`config.mk`:
```
export PLATFORM = sky130hd
export DESIGN_NAME = reset_seq
export DESIGN_NICKNAME = d
export VERILOG_FILES = /design/src/rtl/reset_seq.sv
export SDC_FILE = /design/constraint.sdc
export NUM_CORES = 1
export LEC_CHECK = 0
export ABC_AREA = 1
export CAP_MARGIN = 20
export CELL_PAD_IN_SITES_DETAIL_PLACEMENT = 2
export CELL_PAD_IN_SITES_GLOBAL_PLACEMENT = 2
export CORE_ASPECT_RATIO = 1.25
export CORE_MARGIN = 4
export CORE_UTILIZATION = 37
export DETAILED_ROUTE_END_ITERATION = 8
export PLACE_DENSITY_LB_ADDON = 0.1
export SYNTH_ARGS = -nofsm -noshare
export SYNTH_HDL_FRONTEND = slang
export SYNTH_SLANG_ARGS = --single-unit
```
`constraint.sdc`:
```
create_clock -name clk -period 3.7 [get_ports clk]
set_clock_uncertainty 0.2 [all_clocks]
set_input_delay 0.555 -clock clk [delete_from_list [all_inputs] [get_ports clk]]
set_output_delay 0.555 -clock clk [all_outputs]
set_load 0.005 [all_outputs]
```
`src/rtl/reset_seq.sv`:
```
`default_nettype none
// +----------------------------------------------------------------------------+
// | reset_seq                                                                  |
// | Staggered multi-domain reset sequencer. Optional watchdog: RESET_SEQ_WDT_EN.|
// | Revision: 1.0                                                              |
// +----------------------------------------------------------------------------+

module reset_seq #(
  parameter int NUM_OUT    = 2,
  parameter int STRETCH    = 8,
  parameter int STAGGER    = 4,
  parameter int WDT_CYCLES = 1048576
) (
  input  logic               clk,
  input  logic               reset_async,
  input  logic               sw_reset_req,
  input  logic               wdt_kick,
  output logic [NUM_OUT-1:0] resetn,
  output logic               rst_busy,
  output logic [1:0]         rst_cause
);

  localparam logic [1:0] S_HOLD    = 2'd0;
  localparam logic [1:0] S_STRETCH = 2'd1;
  localparam logic [1:0] S_RELEASE = 2'd2;
  localparam logic [1:0] S_RUN     = 2'd3;

  localparam logic [1:0] CAUSE_EXT = 2'd0;
  localparam logic [1:0] CAUSE_SW  = 2'd1;
  localparam logic [1:0] CAUSE_WDT = 2'd2;

  localparam logic [15:0] STRETCH_M1 = 16'(STRETCH - 1);
  localparam logic [15:0] STRETCH_M2 = 16'(STRETCH - 2);
  localparam logic [15:0] STAGGER_M1 = 16'(STAGGER - 1);
  localparam logic [2:0]  LAST_IDX   = 3'(NUM_OUT - 1);

  logic [1:0]         sync_q;
  logic [1:0]         state_q, state_d;
  logic [15:0]        cnt_q, cnt_d;
  logic [2:0]         idx_q, idx_d;
  logic [NUM_OUT-1:0] resetn_q, resetn_d;
  logic               busy_q, busy_d;
  logic [1:0]         cause_q, cause_d;
  logic               first_rel;
  logic               wdt_expire;

`ifdef RESET_SEQ_WDT_EN
  localparam int WDT_W = $clog2(WDT_CYCLES + 1);
  localparam logic [WDT_W-1:0] WDT_LAST = WDT_W'(WDT_CYCLES - 1);

  logic [WDT_W-1:0] wdt_q, wdt_d;

  always_comb begin
    wdt_d      = '0;
    wdt_expire = 1'b0;
    if (state_q == S_RUN) begin
      if (wdt_kick) begin
        wdt_d = '0;
      end else if (wdt_q == WDT_LAST) begin
        wdt_expire = 1'b1;
      end else begin
        wdt_d = wdt_q + 1'b1;
      end
    end
  end

  always_ff @(posedge clk or posedge reset_async) begin
    if (reset_async) begin
      wdt_q <= '0;
    end else begin
      wdt_q <= wdt_d;
    end
  end
`else
  logic unused_wdt;

  assign wdt_expire = 1'b0;
  assign unused_wdt = wdt_kick ^ (WDT_CYCLES == 0);
`endif

  always_comb begin
    state_d   = state_q;
    cnt_d     = cnt_q;
    idx_d     = idx_q;
    resetn_d  = resetn_q;
    busy_d    = busy_q;
    cause_d   = cause_q;
    first_rel = 1'b0;

    case (state_q)
      S_HOLD: begin
        resetn_d = '0;
        busy_d   = 1'b1;
        // The FSM sees the release one edge after the synchroniser does, so
        // the stretch count is preloaded one lower to keep E as the reference.
        if (sync_q[1]) begin
          if (STRETCH == 1) begin
            first_rel = 1'b1;
          end else begin
            cnt_d   = STRETCH_M2;
            state_d = S_STRETCH;
          end
        end
      end

      S_STRETCH: begin
        if (cnt_q == 16'd0) begin
          first_rel = 1'b1;
        end else begin
          cnt_d = cnt_q - 16'd1;
        end
      end

      S_RELEASE: begin
        if (cnt_q == 16'd0) begin
          resetn_d = resetn_q | NUM_OUT'(1 << idx_q);
          if (idx_q == LAST_IDX) begin
            busy_d  = 1'b0;
            state_d = S_RUN;
          end else begin
            idx_d = idx_q + 3'd1;
            cnt_d = STAGGER_M1;
          end
        end else begin
          cnt_d = cnt_q - 16'd1;
        end
      end

      S_RUN: begin
        // Software request outranks a simultaneous watchdog expiry.
        if (sw_reset_req || wdt_expire) begin
          resetn_d = '0;
          busy_d   = 1'b1;
          cause_d  = sw_reset_req ? CAUSE_SW : CAUSE_WDT;
          cnt_d    = STRETCH_M1;
          idx_d    = 3'd0;
          state_d  = S_STRETCH;
        end
      end

      default: begin
        state_d = S_HOLD;
      end
    endcase

    if (first_rel) begin
      if (STAGGER == 0 || NUM_OUT == 1) begin
        resetn_d = '1;
        busy_d   = 1'b0;
        state_d  = S_RUN;
      end else begin
        resetn_d = NUM_OUT'(1);
        cnt_d    = STAGGER_M1;
        idx_d    = 3'd1;
        state_d  = S_RELEASE;
      end
    end
  end

  always_ff @(posedge clk or posedge reset_async) begin
    if (reset_async) begin
      sync_q   <= 2'b00;
      state_q  <= S_HOLD;
      cnt_q    <= 16'd0;
      idx_q    <= 3'd0;
      resetn_q <= '0;
      busy_q   <= 1'b1;
      cause_q  <= CAUSE_EXT;
    end else begin
      sync_q   <= {sync_q[0], 1'b1};
      state_q  <= state_d;
      cnt_q    <= cnt_d;
      idx_q    <= idx_d;
      resetn_q <= resetn_d;
      busy_q   <= busy_d;
      cause_q  <= cause_d;
    end
  end

  assign resetn    = resetn_q;
  assign rst_busy  = busy_q;
  assign rst_cause = cause_q;

endmodule

`default_nettype wire

```
---- After elaboration in Yosys (flattened, before gate mapping) ----
Cells that the tools add are included.
word-level totals
  word-level logic and storage cells ...... 64
  memory bits (writable) .................. 0
  ROM bits ................................ 0
  latch bits .............................. 0
  memories ................................ 0
  input port bits ......................... 4
  register bits after elaboration ......... 27
cells by class
  shift-type cells ........................ 1
  mux-type cells .......................... 28
  bitwise operators ....................... 1
  add/sub/neg operators ................... 2
  multiply operators ...................... 0
  equal/unequal tests ..................... 14
  magnitude comparators ................... 0
  div/mod/pow operators ................... 0
  reductions and logical operators ........ 11
operator list
  kind                     number
  $mux W16                 6
  $pmux W16 S4             1
  $ne A3 B3 Y1 const B     6
  $logic_not A16 Y1        1
  $mux W2                  8
  $sub A16 B1 Y16 const B  1
  $mux W3                  4
  $pmux W2 S3              2
  $reduce_and A4 Y1        3
  $ne A2 B2 Y1 const B     3
  $pmux W3 S2              1
  $reduce_bool A3 Y1       2
  $mux W1                  5
  $reduce_and A5 Y1        1
  $eq A2 B2 Y1 const B     2
  $ne A4 B4 Y1 const B     1
  $reduce_bool A4 Y1       1
  $add A3 B1 Y3 const B    1
  $eq A3 B1 Y1 const B     1
  $pmux W1 S3              1
  $reduce_and A3 Y1        1
  $shl A1 B3 Y2 const A    1
  $eq A2 B1 Y1 const B     1
  $logic_not A2 Y1         1
  2 further kinds          2

---- Depth between registers and ports, before layout ----
  depth after elaboration ................. 5
  depth in mapped cells ................... 13

---- Worst setup path after synthesis ----
No wires, ideal clock.
  path kind ............................... reg2reg
  start point ............................. register state_q[0]
  end point ............................... register cnt_q[13]
  stages on the path, launching flop included .. 11
  required time ........................... 3.381 ns
  path slack .............................. 1.879 ns
  period minus slack after synthesis ...... 1.821 ns
  arrival time ............................ 1.502 ns
  library setup time ...................... 0.119 ns
  cell sequence ........................... dfrtp_1 -> inv_1 -> ha_1 -> clkinv_1 -> o21ai_2 -> inv_2 -> nand2_2 -> nand2_4 -> buf_6 -> a21oi_1 -> nor2_1
on the way
  word-level cells in the longest chain between the ends .. 4
ends and longest elaborated chain
  element                                                               line  RTL
  from (decl)                                                           38    logic [1:0] state_q, state_d;
  from (signal assigned)                                                171   state_q <= state_d;
  $eq A2 B1 Y1                                                          90    case (state_q)
  $mux W1                                                               90
  $ne A4 B4 Y1 (no source line) / $ne A3 B3 Y1 (equally long branches)  -
  $reduce_and A4 Y1 (no source line)                                    -
  to (signal assigned)                                                  172   cnt_q <= cnt_d;
  to (decl)                                                             39    logic [15:0] cnt_q, cnt_d;
Parallel ways exist; a longest one is shown, timed or not.
A chain may end at the register's enable or synchronous reset.

---- Worst setup path after layout ----
  start point ............................. register state_q[0]
  end point ............................... register cnt_q[12]
The elaborated chain is that of the path after synthesis.

==> reports/results.tsv <==
stage	metric	value	unit
worst_setup_path	crit_arrival	2340	ps
power_and_ir_drop	power_leakage	1.02	nW
logic_synthesis	synth_xor_area_frac	0.0144	
global_routing	grt_pass1_vias	1897	
route	drc_errors	0	
worst_setup_path	start_kind	flip-flop	
sta	grt_setup_unrepaired	no	
sta	maxSlewViolCount	0	
route	wl	5.10	mm
logic_synthesis	synthCells	253	
sta	finalHoldViolations	0	
worst_setup_path	max_stage_delay	460	ps
final_layout	instances_no_fill	319	
final_layout	layout-drive-gt1-share	0.120	
clock_tree	cts_buffer_depth	2	
worst_setup_path	slowest_stage	ha_1	
placed_design	place_inst	315	
logic_synthesis	avgSynthCellArea	7.22	um^2
logic_synthesis	synth-seq-area-share	0.371	
logic_synthesis	ys_async_sr_fraction	1.00	
logic_synthesis	synth_mux_area_frac	0	
logic_synthesis	synth_compound_area_frac	0.0856	
run_status	status	complete, no violations	
worst_setup_path	path_cells	inv_1 -> ha_1 -> inv_1 -> nor2_1 -> nand3_2 -> nand2_2 -> nand2_4 -> nand2_4 -> inv_1 -> nor2_1	
sta	fin_crit	2330	ps
clock_tree	post_cts_buffers	0	
clock_tree	cts_buffers	3	
route	drt_iter0_markers	55	
worst_setup_path	cp-end-kind	flip-flop	
power_and_ir_drop	irDropWorstVdd	109	uV
worst_setup_path	worst-setup-path-type	reg -> reg	
logic_synthesis	synth.net_count	265	
placed_design	place.detailed.hpwl	3.93	mm
logic_synthesis	ys_warn_count	0	
clock_tree	hold_buffers	0	
placed_design	io_buffers	6	
sta	setup_viol	0	
floorplanning	fp.dieW	70.8	um
worst_setup_path	worst-path-max-fanout	19	
final_layout	area_delta_synth_final	8.49	%
logic_synthesis	yosys_register_bits	27	
floorplanning	ioPinCount	9	
logic_synthesis	synth_top_cell_by_area	dfrtp_1	
route	avgViaCountPerCell	5.18	
clock_tree	ctsResizeCount	0	
worst_setup_path	cpMostUsedCell	inv_1	
worst_setup_path	required	3710	ps
logic_synthesis	synth_top_family_by_area	simple AND/OR/NAND/NOR gates	
sta	fin_crit_sh	0.629	
floorplanning	start_util	0.383	
clock_tree	clock_latency	280	ps
route	ant_nets	0	
logic_synthesis	netlist.area_leader.share	0.356	
final_layout	insertedDiodeCount	0	
logic_synthesis	synth_ff_type	dfrtp_1	
clock_tree	clk_pin_slew	100	ps
route	firstDrtPassIters	3	
global_routing	antenna_found_initial	0	
logic_synthesis	netlist_top_cells_area	dfrtp_1 36%, nand2_1 11%, nor2_1 8.6%	
floorplanning	num_rows	28	
clock_tree	root_buffer	clkbuf_8	
floorplanning	dieArea	0.00613	mm^2
global_routing	grt_max_degree	28	
logic_synthesis	synthesis.area	0.00183	mm^2
clock_tree	clock-sinks	27	
placed_design	place.gp.congestion	0.746	
logic_synthesis	synth_edf_count	0	
sta	timing.fmax	0.430	GHz
sta	fin_setup_tns	0	ps
floorplanning	chipHeight	86.6	um
clock_tree	cts_tree	done	
clock_tree	htree_levels	1	
global_routing	overflow	0	
logic_synthesis	synth_cell_types	35	
route	vias	1653	
route	wl_per_cell	16.0	um
global_routing	grtUsageTotal	0.188	
power_and_ir_drop	pwr_density_cell	244	mW/mm^2
floorplanning	core_area	0.00476	mm^2
logic_synthesis	synthAdderAreaFrac	0.0548	
run	cap_violations	0	
logic_synthesis	yosys.area_share.simple	0.382	
hold_path	min_path_type	reg -> reg	
global_routing	grt_pass1_wl	9.08	mm
final_layout	final_nets	272	
-- where the power goes --
part           switching (mW)  internal [mW]  leakage, nW
logic                 0.00747        0.00264        0.672
clock network           0.102         0.0758       0.0255
registers            0.000535          0.296        0.318
total                   0.110          0.374         1.02
-- logic make-up after synthesis --
family,count (synthesis)
buf+inv,39
simple gates,148
other cells,2
compound gates,26
fa+ha+maj,8
xor+xnor,3
flops,27
-- through the flow --
| stage | power [mW] | area [um^2] | hold slack (ps) | utilization | setup WS (ps) |
|---|---|---|---|---|---|
| after floorplan | 0.308 | 1830 | 131 | - | 1880 |
| after global placement | 0.313 | 1940 | 133 | 0.406 | 1400 |
| after detailed placement | 0.313 | 1940 | 137 | 0.406 | 1330 |
| after CTS | 0.496 | 1980 | 162 | 0.416 | 1340 |
| after global routing | 0.508 | 1980 | 172 | 0.416 | 1110 |
| final | 0.484 | 1980 | 159 | 0.416 | 1370 |
-- area by class of cell --
class | count | area [um^2]
clock inverter | 1 | 5.00
fill | 581 | 2780
sequential | 27 | 677
tap | 60 | 75.1
clock buffer | 3 | 41.3
multi-input combinational | 187 | 988
inverter | 34 | 128
timing repair buffer | 7 | 67.6
-- registers in the layout (all words and copies together) (netlist names) --
signal and count:
cnt_q 16, rst_busy 1, idx_q 3, rst_cause 1
sync_q 2, state_q 2, resetn 2
-- layout by cell type (no fill, tap or decap), drive strengths merged --
master / instances
o22ai: 1
o2111ai: 3
o21ai: 10
xnor2: 1
clkbuf: 3
nor3: 5
a21o: 1
ha: 8
nand2: 64
dfrtp: 26
buf: 1
o211ai: 2
nand4: 5
a21oi: 8
dfstp: 1
xor2: 2
nand3b: 1
and3: 1
inv: 33
or2: 2
nand3: 22
a21boi: 1
clkdlybuf4s50: 6
clkinv: 2
conb: 2
nor2: 48
-- synth_stat cells (3+ instances only) --
cell and number:
a21oi_1 8, dfrtp_1 26, ha_1 8, inv_1 30, inv_2 3, nand2_1 55, nand2_2 7, nand3_1 18
nand3_2 4, nand4_1 5, nor2_1 42, nor2_2 3, nor2_4 3, nor3_1 5, o2111ai_1 3, o21ai_0 5
o21ai_1 4
-- layer usage --
metal	track usage	vias up	wire, um
li1	-	807	-
met1	0.217	835	2180
met2	0.363	6	2810
met3	0.0186	5	46
met4	0.0513	0	67
met5	0	-	0
-- final timing paths --
check	from	end	slack (ps)	cells past startpoint
setup / recovery	state_q[0]	cnt_q[12]	1370	10
setup reg to reg	state_q[0]	cnt_q[12]	1370	10
hold / removal	sync_q[0]	sync_q[1]	160	0
hold reg to reg	sync_q[0]	sync_q[1]	160	0
max in group asynchronous	reset_async	rst_busy	2480	3
min in group asynchronous	reset_async	idx_q[0]	500	3
-- critical path, delay by kind of cell (launching register included) --
kind / cells / cell delay (ps)
fa+ha+maj: 1 / 460
buf+inv: 3 / 350
flops: 1 / 410
simple gates: 6 / 830
Note: power is estimated with default switching activity, not from simulation.
